### src/rtl/sat_add_pkg.sv
// Shared mode encoding and signed-overflow helper for the saturating add/sub pipe.
// Latency: none (types and functions only).
// Backpressure: not applicable.
package sat_add_pkg;

    typedef enum logic [1:0] {
        PACKED_ADD = 2'b00,
        SAT_ADD    = 2'b01,
        SAT_SUB    = 2'b10,
        WRAP_ADD   = 2'b11
    } sat_mode_t;

    // Two's-complement overflow: operands agree in sign, result does not.
    function automatic logic sgn_ovf(input logic sa, input logic sb, input logic sr);
        return (sa == sb) && (sr != sa);
    endfunction

endpackage

### src/rtl/sat_lane_cla.sv
// One LANE_W-bit carry-lookahead lane: group P/G plus carry-select sums for cin=0 and cin=1.
// Latency: combinational.
// Backpressure: none; the parent pipe owns all flow control.
module sat_lane_cla #(
    parameter int LANE_W = 4
) (
    input  logic [LANE_W-1:0] a,
    input  logic [LANE_W-1:0] b,
    output logic              p,
    output logic              g,
    output logic [LANE_W-1:0] sum0,
    output logic [LANE_W-1:0] sum1
);

    logic [LANE_W-1:0] pb;
    logic [LANE_W-1:0] gb;
    logic              c0;
    logic              c1;

    assign pb = a ^ b;
    assign gb = a & b;

    always_comb begin
        sum0 = '0;
        sum1 = '0;
        c0   = 1'b0;
        c1   = 1'b1;
        for (int k = 0; k < LANE_W; k++) begin
            sum0[k] = pb[k] ^ c0;
            sum1[k] = pb[k] ^ c1;
            c0      = gb[k] | (pb[k] & c0);
            c1      = gb[k] | (pb[k] & c1);
        end
        // Group generate is the lane carry-out with cin=0.
        g = c0;
        p = &pb;
    end

endmodule

### src/rtl/sat_addsub_pipe.sv
// Two-stage packed/saturating adder-subtractor; optional sticky overflow under SAT_ADD_STICKY_EN.
// Latency: 2 register stages (S1 lane P/G + carry-select sums, S2 carry resolve + saturation).
// Backpressure: valid/ready; in_ready = ~s1_valid | s2_adv, full throughput with no bubbles.
module sat_addsub_pipe
    import sat_add_pkg::*;
#(
    parameter int WIDTH  = 16,
    parameter int LANE_W = 4
) (
    input  logic             clk,
    input  logic             rst,
    input  logic             in_valid,
    output logic             in_ready,
    input  logic [WIDTH-1:0] a,
    input  logic [WIDTH-1:0] b,
    input  logic [1:0]       mode,
    output logic             out_valid,
    input  logic             out_ready,
    output logic [WIDTH-1:0] sum,
    output logic             ovfl,
    output logic             cout
`ifdef SAT_ADD_STICKY_EN
    ,
    output logic             sticky_ovfl,
    input  logic             sticky_clr
`endif
);

    localparam int NL = WIDTH / LANE_W;

    sat_mode_t         mode_in;
    logic [WIDTH-1:0]  b_eff;
    logic [NL-1:0]     lp, lg, asgn, bsgn;
    logic [WIDTH-1:0]  ls0, ls1;

    assign mode_in = sat_mode_t'(mode);
    // Subtraction is a + ~b + 1; the +1 enters as the lane-0 carry in S2.
    assign b_eff   = (mode_in == SAT_SUB) ? ~b : b;

    for (genvar i = 0; i < NL; i++) begin : g_lane
        sat_lane_cla #(.LANE_W(LANE_W)) u_lane (
            .a    (a[i*LANE_W +: LANE_W]),
            .b    (b_eff[i*LANE_W +: LANE_W]),
            .p    (lp[i]),
            .g    (lg[i]),
            .sum0 (ls0[i*LANE_W +: LANE_W]),
            .sum1 (ls1[i*LANE_W +: LANE_W])
        );
        assign asgn[i] = a[i*LANE_W + LANE_W - 1];
        assign bsgn[i] = b_eff[i*LANE_W + LANE_W - 1];
    end

    logic             s1_valid_q, s1_valid_d;
    logic [NL-1:0]    s1_p_q, s1_p_d, s1_g_q, s1_g_d;
    logic [NL-1:0]    s1_asgn_q, s1_asgn_d, s1_bsgn_q, s1_bsgn_d;
    logic [WIDTH-1:0] s1_sum0_q, s1_sum0_d, s1_sum1_q, s1_sum1_d;
    sat_mode_t        s1_mode_q, s1_mode_d;

    logic             out_valid_q, out_valid_d;
    logic [WIDTH-1:0] sum_q, sum_d;
    logic             ovfl_q, ovfl_d;
    logic             cout_q, cout_d;

    logic             s2_adv, in_fire, s1_to_s2;
    logic [NL-1:0]    lane_cin;
    logic             c;
    logic [WIDTH-1:0] raw, res_sum;
    logic             res_ovfl, res_cout;

    assign s2_adv   = ~out_valid_q | out_ready;
    assign in_ready = ~rst & (~s1_valid_q | s2_adv);
    assign in_fire  = in_valid & in_ready;
    assign s1_to_s2 = s1_valid_q & s2_adv;

    // S2: lane-level lookahead, carry-select, then saturation.
    always_comb begin
        lane_cin = '0;
        raw      = '0;
        c        = (s1_mode_q == SAT_SUB);
        for (int i = 0; i < NL; i++) begin
            lane_cin[i] = (s1_mode_q == PACKED_ADD) ? 1'b0 : c;
            c           = s1_g_q[i] | (s1_p_q[i] & c);
        end
        for (int i = 0; i < NL; i++) begin
            raw[i*LANE_W +: LANE_W] = lane_cin[i] ? s1_sum1_q[i*LANE_W +: LANE_W]
                                                  : s1_sum0_q[i*LANE_W +: LANE_W];
        end
        res_sum  = raw;
        res_ovfl = 1'b0;
        res_cout = c;
        case (s1_mode_q)
            PACKED_ADD: begin
                res_cout = s1_g_q[NL-1];
                for (int i = 0; i < NL; i++) begin
                    if (sgn_ovf(s1_asgn_q[i], s1_bsgn_q[i], raw[i*LANE_W + LANE_W - 1])) begin
                        res_sum[i*LANE_W +: LANE_W] = {s1_asgn_q[i], {(LANE_W-1){~s1_asgn_q[i]}}};
                        res_ovfl = 1'b1;
                    end
                end
            end
            SAT_ADD, SAT_SUB: begin
                if (sgn_ovf(s1_asgn_q[NL-1], s1_bsgn_q[NL-1], raw[WIDTH-1])) begin
                    res_sum  = {s1_asgn_q[NL-1], {(WIDTH-1){~s1_asgn_q[NL-1]}}};
                    res_ovfl = 1'b1;
                end
            end
            default: ;
        endcase
    end

    always_comb begin
        s1_valid_d  = s1_valid_q;
        s1_p_d      = s1_p_q;
        s1_g_d      = s1_g_q;
        s1_asgn_d   = s1_asgn_q;
        s1_bsgn_d   = s1_bsgn_q;
        s1_sum0_d   = s1_sum0_q;
        s1_sum1_d   = s1_sum1_q;
        s1_mode_d   = s1_mode_q;
        out_valid_d = out_valid_q;
        sum_d       = sum_q;
        ovfl_d      = ovfl_q;
        cout_d      = cout_q;
        if (in_ready) s1_valid_d = in_valid;
        if (in_fire) begin
            s1_p_d    = lp;
            s1_g_d    = lg;
            s1_asgn_d = asgn;
            s1_bsgn_d = bsgn;
            s1_sum0_d = ls0;
            s1_sum1_d = ls1;
            s1_mode_d = mode_in;
        end
        if (s2_adv) out_valid_d = s1_valid_q;
        if (s1_to_s2) begin
            sum_d  = res_sum;
            ovfl_d = res_ovfl;
            cout_d = res_cout;
        end
    end

    always_ff @(posedge clk) begin
        if (rst) begin
            s1_valid_q  <= 1'b0;
            out_valid_q <= 1'b0;
            sum_q       <= '0;
            ovfl_q      <= 1'b0;
            cout_q      <= 1'b0;
        end else begin
            s1_valid_q  <= s1_valid_d;
            out_valid_q <= out_valid_d;
            sum_q       <= sum_d;
            ovfl_q      <= ovfl_d;
            cout_q      <= cout_d;
        end
    end

    // S1 payload is qualified by s1_valid_q, so it needs no reset.
    always_ff @(posedge clk) begin
        s1_p_q    <= s1_p_d;
        s1_g_q    <= s1_g_d;
        s1_asgn_q <= s1_asgn_d;
        s1_bsgn_q <= s1_bsgn_d;
        s1_sum0_q <= s1_sum0_d;
        s1_sum1_q <= s1_sum1_d;
        s1_mode_q <= s1_mode_d;
    end

    assign out_valid = out_valid_q;
    assign sum       = sum_q;
    assign ovfl      = ovfl_q;
    assign cout      = cout_q;

`ifdef SAT_ADD_STICKY_EN
    logic sticky_q, sticky_d;

    // Set wins over clear so an overflow transferring alongside a clear is not lost.
    always_comb begin
        sticky_d = sticky_q;
        if (sticky_clr) sticky_d = 1'b0;
        if (out_valid_q && out_ready && ovfl_q) sticky_d = 1'b1;
    end

    always_ff @(posedge clk) begin
        if (rst) sticky_q <= 1'b0;
        else     sticky_q <= sticky_d;
    end

    assign sticky_ovfl = sticky_q;
`endif

endmodule

### config.mk
export PLATFORM = sky130hd
export DESIGN_NAME = sat_addsub_pipe
export DESIGN_NICKNAME = d
export VERILOG_FILES = /design/src/rtl/sat_add_pkg.sv /design/src/rtl/sat_lane_cla.sv /design/src/rtl/sat_addsub_pipe.sv
export SDC_FILE = /design/constraint.sdc
export NUM_CORES = 1
export LEC_CHECK = 0
export ABC_CLOCK_PERIOD_IN_PS = 5480
export CORE_MARGIN = 10
export CORE_UTILIZATION = 60
export DETAILED_ROUTE_END_ITERATION = 7
export PLACE_DENSITY_LB_ADDON = 0.1
export RECOVER_POWER = 25
export SLEW_MARGIN = 5
export SYNTH_ARGS = -nofsm -noshare
export SYNTH_HDL_FRONTEND = slang
export SYNTH_SLANG_ARGS = --single-unit
### constraint.sdc
create_clock -name clk -period 5.48 [get_ports clk]
set_clock_uncertainty 0.15 [all_clocks]
set_input_delay 1.096 -clock clk [delete_from_list [all_inputs] [get_ports clk]]
set_output_delay 1.096 -clock clk [all_outputs]
set_load 0.02 [all_outputs]
* After elaboration in Yosys (flattened, before gate mapping)
Index checks and enable logic that the tools add are counted.
** Operators by class
- Reductions and logical operators :: 10
- Bitwise operators :: 101
- Mux-type cells :: 22
- Equal/unequal tests :: 11
** Operators by type and width (count)
- 16-bit 2-to-1 mux :: 2
- 4-bit 2-to-1 mux :: 8
- 16-bit case mux with 2 select lines :: 1
- 1-bit OR :: 30
- 1-bit bitwise AND :: 27
- 1-bit bitwise XOR :: 24
- 4-bit bitwise AND :: 4
- 16-bit NOT :: 1
- 4-bit AND reduction :: 4
- 4-bit bitwise XOR :: 4
- 1-bit NOT :: 11
- 1-bit 2-to-1 mux :: 10
- 1-bit equality test :: 4
- 2-bit equality test (second input constant) :: 2
- 1-bit logical AND :: 4
- 1-bit != test :: 4
- 2-bit by 1-bit equality test with 1-bit output (second input constant) :: 1
- 2-bit logical NOT :: 1
- 1-bit case mux with 2 select lines :: 1
- 2-bit OR reduction :: 1
** Word-level totals
- Bits of input ports :: 38
- Word-level logic and storage cells :: 156
- Bits in registers :: 70
- Output and inout port bits :: 20

* Longest topological paths before layout
Gate-level depths: netlist of the first run.
- Depth after elaboration :: 13
- Mapped depth :: 10
- Mapped depth without buffers :: 8

* Modules after synthesis
Synthesis of the first run repeated with hierarchy kept, for this count alone.
** Unflattened totals
- Cells, all modules :: 365
- Area, all modules :: 4242.8 sq um
** By module, submodules not included
- sat_addsub_pipe :: seq. area each 1901.8 sq um, instances 1, area each 3387.0 sq um, cells an instance 281
- sat_lane_cla :: seq. area each 0.0 sq um, instances 4, area each 214.0 sq um, cells an instance 21

* Worst setup path after synthesis of the first run
Ideal clock, no wire load.
- Path type :: input port to flip-flop
- From :: input port mode[0]
- To :: register s1_sum0_q[15], data pin
- Setup time :: 269 ps
- Path slack :: 1918 ps
- Required time :: 5061 ps
- Buffers on the path :: 2
- Arrival time :: 3143 ps
- Stages on the path :: 10
- Path through :: nand2b_1 clkbuf_1 buf_2 xnor2_1 ha_1 fa_1 inv_1 fa_1 inv_1 fa_1
** On the way
- Word-level cells in the longest chain between the ends :: 8
- Elaborated cells between the ends (all ways) :: 9
- Classes of those cells :: 1 x eq/ne; 1 x mux; 7 x bitwise
** RTL lines
- start: declaration :: RTL line sat_addsub_pipe.sv:16 : input logic [1:0] mode,
- 2-bit equality test * :: RTL line sat_addsub_pipe.sv:38 : assign b_eff = (mode_in == SAT_SUB) ? ~b : b;
- 16-bit 2-to-1 mux * :: RTL line sat_addsub_pipe.sv:38
- 4-bit bitwise XOR or 4-bit bitwise AND (tied branches) :: RTL line sat_lane_cla.sv:20, sat_lane_cla.sv:21
- 1-bit bitwise AND :: RTL line sat_lane_cla.sv:31 : c0 = gb[k] | (pb[k] & c0);
- 1-bit OR :: RTL line sat_lane_cla.sv:31
- 1-bit bitwise AND :: RTL line sat_lane_cla.sv:31
- 1-bit OR :: RTL line sat_lane_cla.sv:31
- 1-bit bitwise XOR * :: RTL line sat_lane_cla.sv:29 : sum0[k] = pb[k] ^ c0;
- net g_lane[3].u_lane.sum0[3] :: RTL line sat_lane_cla.sv:11 : output logic [LANE_W-1:0] sum0,
- end signal: assignment :: RTL line sat_addsub_pipe.sv:164 : s1_sum0_q <= s1_sum0_d;
- end: declaration :: RTL line sat_addsub_pipe.sv:56 : logic [WIDTH-1:0] s1_sum0_q, s1_sum0_d, s1_sum1_q, s1_sum1_d;
Mark *: on every way through the listed nets, which the timed path passes. The rest lies on a longest branch.
A chain may end at the register's enable or synchronous reset.

* Worst setup path after layout of the first run
- From :: input port mode[0]
- To :: register s1_sum0_q[7], data pin
** On the way
- Word-level cells in the longest chain between the ends :: 8
- Elaborated cells between the ends (all ways) :: 9
- Classes of those cells :: 1 x eq/ne; 1 x mux; 7 x bitwise
** RTL lines (RTL line)
- 2-bit equality test * :: sat_addsub_pipe.sv:38
- 16-bit 2-to-1 mux * :: sat_addsub_pipe.sv:38
- 4-bit bitwise XOR or 4-bit bitwise AND (tied branches) :: sat_lane_cla.sv:20, sat_lane_cla.sv:21
- 1-bit bitwise AND :: sat_lane_cla.sv:31
- 1-bit OR :: sat_lane_cla.sv:31
- 1-bit bitwise AND :: sat_lane_cla.sv:31
- 1-bit OR :: sat_lane_cla.sv:31
- 1-bit bitwise XOR * :: sat_lane_cla.sv:29
- net g_lane[1].u_lane.sum0[3] :: sat_lane_cla.sv:11
Marks and branches as above.

==> run_results.csv, run 1 <==
group,metric,value,unit
outcome,status,"complete, no violations",
route,maxUsedRoutingLayer,"met4",
logic_synthesis,yosysWarnings,0,
route,routed-via-count,2822,
logic_synthesis,syn_avg_cell_area,11.3,µm²
clock_network,clkTransAtPathRegs,0.07,ns
route,wl_met3,531,µm
timing,max_freq,0.243,GHz
clock_network,ctsResizeCount,0,
pwr,p_comb_share,21.3,%
logic_synthesis,ys_seq_area_share,45.6,%
pwr,intPower,0.000947,W
logic_synthesis,ys_seq_elements,70,
floorplan,coreArea,6760,µm²
timing,worstMarginPinSlew,1.13,ns
setup_path,crit-reg2reg-launch,"s1_mode_q[0]$_DFFE_PP_",
place,place_ws,1.09,ns
setup_path,endpoint_kind,"register",
route,via_per_inst,5.52,
clock_network,hold_buffers,0,
finish,areaGrowthSynthToFinish,19.0,%
place,port-buffer-count,57,
setup_path,critPathLaunch,"mode[0]",
clock_network,cts_buffer_depth,2,
setup_path,start_kind,"input port",
global_routing,grt_pass1_vias,2919,
timing,hold_viol,0,
clock_network,insertion_delay,0.34,ns
run,drv_cap,0,
timing,min_period_over_period,75.0,%
timing,tns,0,ns
route,drt_iter0_markers,143,
floorplan,dieArea,10700,µm²
route,wl_met1,3310,µm
timing,finalSetupViolations,0,
setup_path,reg2reg_slack,2.54,ns
timing,rsz0062_at_grt,"no",
setup_path,cp_data_required_time,5.42,ns
floorplan,die_w,103,µm
clock_network,post_cts_buffers,0,
global_routing,antenna_found_initial,0,
setup_path,r2r_end,"sum[0]$_SDFFE_PP0P_",
pwr,power_density,263,nW/µm²
finish,fin_util,73.4,%
pwr,leakagePower,2.12,nW
logic_synthesis,synthesis.area,4170,µm²
pwr,p_sw_share,27.5,%
clock_network,cts_root_buffer,"clkbuf_8",
finish,nets,507,
floorplan,ios,58,
route,wl,8270,µm
setup_path,crit_arrival,4.05,ns
timing,fin_crit,4.11,ns
finish,drive_gt1_share,6.26,%
finish,regArea,1900,µm²
setup_path,crit_end,"s1_sum0_q[7]$_DFFE_PP_",
logic_synthesis,synthDistinctLibCells,45,
clock_network,cts.sinks,70,
pwr,power.total,0.00131,W
setup_path,worstPathMaxFanout,16,
global_routing,grt_use_total,16.9,%
worst_hold_path,min_path_type,"register to register",
setup_path,rr_worst_depth,8,
finish,multi_input_area,2000,µm²
pwr,ir_drop,247,µV
timing,fin_ws,1.37,ns
route,drc,0,
place,gp_congestion,0.799,
finish,mostFrequentLayoutCell,"inv_1",
timing,slew_violations,0,
pwr,power_frac_seq,49.3,%
logic_synthesis,synth_nets,450,
floorplan,dieHeight,103,µm
clock_network,tritoncts,"built",
global_routing,grt_max_degree,51,
setup_path,crit_type,"input port to register",
route,drt_first_pass_iters,4,
finish,mostFrequentLayoutCells,"inv_1, edfxtp_1, nor2_1, clkdlybuf4s50_1, dlygate4sd3_1",
finish,fill_cells,479,
clock_network,cts_max_level,3,
route,wl_met2,4260,µm
pwr,p_clk_share,29.4,%
floorplan,rows,30,
place,dp_hpwl,6340,µm
logic_synthesis,synth_cells,369,
route,antenna_left,0,
clock_network,cts_buffers,9,
global_routing,grt_pass1_wl,13900,µm
global_routing,grt-ovfl-total,0,
floorplan,start_util,61.7,%
place,postPlaceCellArea,4770,µm²
timing,slew-limit-headroom,25.0,%
route,wire_per_inst,16.2,µm
pwr,p_switching,0.000358,W
finish,stdcell_area,4960,µm²
finish,n_antenna_cell,0,
[power by group through the flow]
stage / Sequential (W) / Clock, W / Combinational [W]
floorplan: 0.000661 / 0 / 0.000178
global placement: 0.000654 / 0 / 0.000269
detailed placement: 0.000656 / 0 / 0.000284
CTS: 0.000645 / 0.000390 / 0.000285
global route: 0.000649 / 0.000413 / 0.000315
finish: 0.000644 / 0.000384 / 0.000278
[logic make-up (layout without fill, tap and decap cells)]
family / after synthesis / count (layout) / share of synthesized area [%]
buf+inv: 64 / 126 / 6.37
simple gates: 82 / 82 / 9.97
compound gates: 69 / 69 / 12.0
fa+ha+maj: 45 / 45 / 17.0
flops: 70 / 70 / 45.6
mux: 19 / 19 / 4.74
xor+xnor: 20 / 20 / 4.20
[cell type report]
class,instances,area share (%)
Clock inverter,4,0.404
Sequential cell,70,38.4
Tap cell,80,2.02
Clock buffer,12,3.33
Timing Repair Buffer,57,11.5
Inverter,53,4.01
Multi-Input combinational cell,235,40.4
[registers in the layout (all words and copies together), names as in the netlist]
name and count:
s1_g_q 4, s1_bsgn_q 4, s1_asgn_q 4, s1_mode_q 2, out_valid 1, ovfl 1, cout 1, s1_sum0_q 16
sum 16, s1_valid_q 1, s1_sum1_q 16, s1_p_q 4
[worst min path at each step]
stage / start / end / cells past startpoint
floorplan: s1_sum1_q[4]$_DFFE_PP_ / sum[4]$_SDFFE_PP0P_ / 2
global placement: sum[12]$_SDFFE_PP0P_ / sum[12]$_SDFFE_PP0P_ / 1
detailed placement: sum[12]$_SDFFE_PP0P_ / sum[12]$_SDFFE_PP0P_ / 1
CTS: sum[12]$_SDFFE_PP0P_ / sum[12]$_SDFFE_PP0P_ / 1
global route: sum[12]$_SDFFE_PP0P_ / sum[12]$_SDFFE_PP0P_ / 1
finish: sum[12]$_SDFFE_PP0P_ / sum[12]$_SDFFE_PP0P_ / 1
[cell usage after synthesis (all sizes together)]
master   count  share of area (%)
o31ai        1               0.18
nand2b       5               0.75
o22ai        3                1.1
and2         2               0.30
nor2b        4               0.60
and4         4               0.84
a211oi       4               0.96
buf          5                1.1
a221oi       1               0.21
nand3        3               0.36
a21o         6                1.1
or3          6               0.90
inv         53                4.8
a22o         5                1.1
mux2i       16                3.8
o2bb2ai      1               0.21
a211o        6                1.3
a21oi       17                2.3
xnor2       20                4.2
a222oi       1               0.24
or2          2               0.30
edfxtp      50                 36
and3         1               0.15
a31oi        7                1.1
nor3         2               0.51
o21ai       14                1.7
clkbuf       6               0.54
mux2         3               0.90
a221o        2               0.48
fa          20                9.6
maj3         2               0.51
dfxtp       20                9.6
o221ai       1               0.21
ha          23                6.9
nand3b       2               0.66
nor2        32                2.9
nand2       19                1.7
[per-stage QoR]
step / cells / hold slack (ns)
floorplan: 369 / 0.342
global placement: 495 / 0.314
detailed placement: 495 / 0.318
CTS: 511 / 0.335
global route: 511 / 0.341
finish: 511 / 0.323
[worst max-delay path: stages]
cell           delay, ns
dlygate4sd3_1       0.55
nand2b_1            0.65
xnor2_1             0.47
ha_1                0.22
fa_1                0.17
inv_1               0.05
fa_1                0.35
inv_1               0.08
fa_1                0.40
[metal layers]
metal,GRT usage (%),vias to the layer above
met2,29.3,79
met5,0,-
met4,7.27,0
met1,19.3,1344
met3,4.05,19
li1,-,1380
Power figures use the tool's default switching activity.
==> run 2: changes to the inputs <==
--- a/config.mk
+++ b/config.mk
@@ -5,9 +5,9 @@
 export SDC_FILE = /design/constraint.sdc
 export NUM_CORES = 1
 export LEC_CHECK = 0
-export ABC_CLOCK_PERIOD_IN_PS = 5480
+export ABC_CLOCK_PERIOD_IN_PS = 3600
 export CORE_MARGIN = 10
-export CORE_UTILIZATION = 60
+export CORE_UTILIZATION = 50
 export DETAILED_ROUTE_END_ITERATION = 7
 export PLACE_DENSITY_LB_ADDON = 0.1
 export RECOVER_POWER = 25
==> constraint.sdc (replaced) <==
create_clock -name clk -period 3.6 [get_ports clk]
set_clock_uncertainty 0.15 [all_clocks]
set_input_delay 0.72 -clock clk [delete_from_list [all_inputs] [get_ports clk]]
set_output_delay 0.72 -clock clk [all_outputs]
set_load 0.02 [all_outputs]
==> run 2 against run 1 <==
Effect of this change:
- non-clock buffer count is 6 higher
- global-route usage is 4.0 points lower
- clock power up 67%
- final area up 1.8%
- combinational power grew 51%
- via count down 1.4%
- sequential share of layout area down 0.69 points
- count of clock-buffer cells in the layout did not move
- critical endpoint unchanged
- largest cell class unchanged
==> run_results.csv, run 2 (same netlist as run 1, synthesis figures left out) <==
group,metric,value,unit
outcome,status,"complete, no violations",
route,wl,8020,µm
pwr,ir_drop,209,µV
route,antenna_left,0,
place,place_ws,0.134,ns
route,routed-via-count,2782,
global_routing,antenna_found_initial,0,
place,port-buffer-count,57,
floorplan,dieHeight,111,µm
place,postPlaceCellArea,4850,µm²
clock_network,cts_max_level,3,
setup_path,crit_arrival,3.11,ns
route,via_per_inst,5.13,
place,gp_congestion,0.774,
setup_path,reg2reg_slack,0.93,ns
run,drv_cap,0,
timing,fin_ws,0.433,ns
floorplan,ios,58,
setup_path,start_kind,"input port",
timing,worstMarginPinSlew,0.628,ns
clock_network,cts_root_buffer,"clkbuf_8",
finish,areaGrowthSynthToFinish,21.2,%
setup_path,cp_data_required_time,3.54,ns
finish,fin_util,61.8,%
clock_network,cts_buffer_depth,2,
worst_hold_path,min_path_type,"register to register",
floorplan,rows,33,
route,drt_first_pass_iters,4,
clock_network,insertion_delay,0.35,ns
floorplan,coreArea,8180,µm²
place,dp_hpwl,6150,µm
timing,slew_violations,0,
global_routing,grt_use_total,12.9,%
clock_network,ctsResizeCount,0,
global_routing,grt_pass1_vias,2801,
clock_network,cts.sinks,70,
floorplan,die_w,111,µm
global_routing,grt_pass1_wl,13100,µm
finish,mostFrequentLayoutCells,"inv_1, edfxtp_1, nor2_1, clkdlybuf4s50_1, dlygate4sd3_1",
setup_path,endpoint_kind,"register",
finish,stdcell_area,5050,µm²
clock_network,hold_buffers,0,
timing,fin_crit,3.17,ns
setup_path,worstPathMaxFanout,16,
global_routing,grt-ovfl-total,0,
pwr,leakagePower,2.16,nW
finish,nets,513,
setup_path,crit_type,"input port to register",
clock_network,tritoncts,"built",
timing,hold_viol,0,
clock_network,post_cts_buffers,0,
pwr,power_density,404,nW/µm²
timing,slew-limit-headroom,58.1,%
timing,max_freq,0.316,GHz
timing,min_period_over_period,88.0,%
timing,rsz0062_at_grt,"no",
route,drc,0,
finish,drive_gt1_share,8.01,%
finish,mostFrequentLayoutCell,"inv_1",
floorplan,dieArea,12400,µm²
clock_network,clkTransAtPathRegs,0.07,ns
finish,fill_cells,665,
global_routing,grt_max_degree,51,
finish,multi_input_area,2000,µm²
route,drt_iter0_markers,113,
route,wire_per_inst,14.8,µm
finish,regArea,1900,µm²
clock_network,cts_buffers,9,
floorplan,start_util,51.0,%
timing,tns,0,ns
finish,n_antenna_cell,0,
timing,finalSetupViolations,0,
[run 2: cell type report]
class                   instances  area share [%]
inverters                      53            3.94
flip-flops and latches         70            37.7
well taps                     105            2.60
repair buffers                 63            12.2
clock inverters                 4           0.892
clock buffers                  12            3.07
multi-input cells             235            39.6
[run 2: power breakdown]
| group | leakage [nW] | switching, W | internal [W] |
|---|---|---|---|
| Combinational | 1.42 | 0.000227 | 0.000193 |
| Sequential | 0.638 | 0.0000297 | 0.000949 |
| Clock | 0.106 | 0.000287 | 0.000355 |
[run 2: path summary, 6_finish.rpt]
kind,cells past startpoint,startpoint,to
setup / recovery,10,mode[0],s1_sum0_q[7]$_DFFE_PP_
hold / removal,1,sum[13]$_SDFFE_PP0P_,sum[13]$_SDFFE_PP0P_
setup reg to reg,8,s1_mode_q[0]$_DFFE_PP_,ovfl$_SDFFE_PP0P_
hold reg to reg,1,sum[13]$_SDFFE_PP0P_,sum[13]$_SDFFE_PP0P_
[run 2: worst max-delay path, stage by stage]
cell and delay (ns):
dlygate4sd3_1 0.55, nand2b_1 0.15, buf_4 0.23, xnor2_1 0.22, ha_1 0.19, fa_1 0.16
inv_1 0.05, fa_1 0.35, inv_1 0.08, fa_1 0.40
[run 2: routing by layer]
layer / up-vias / wire (µm) / track usage (%)
li1: 1389 / - / -
met1: 1332 / 3650 / 15.0
met2: 52 / 3950 / 21.9
met3: 9 / 331 / 4.11
met4: 0 / 91 / 4.03
met5: - / 0 / 0
[run 2: through the flow]
step | power (W) | instances | hold slack (ns)
floorplan | 0.00128 | 369 | 0.342
global placement | 0.00142 | 526 | 0.316
detailed placement | 0.00143 | 526 | 0.329
CTS | 0.00207 | 542 | 0.345
global route | 0.00215 | 542 | 0.360
finish | 0.00204 | 542 | 0.331
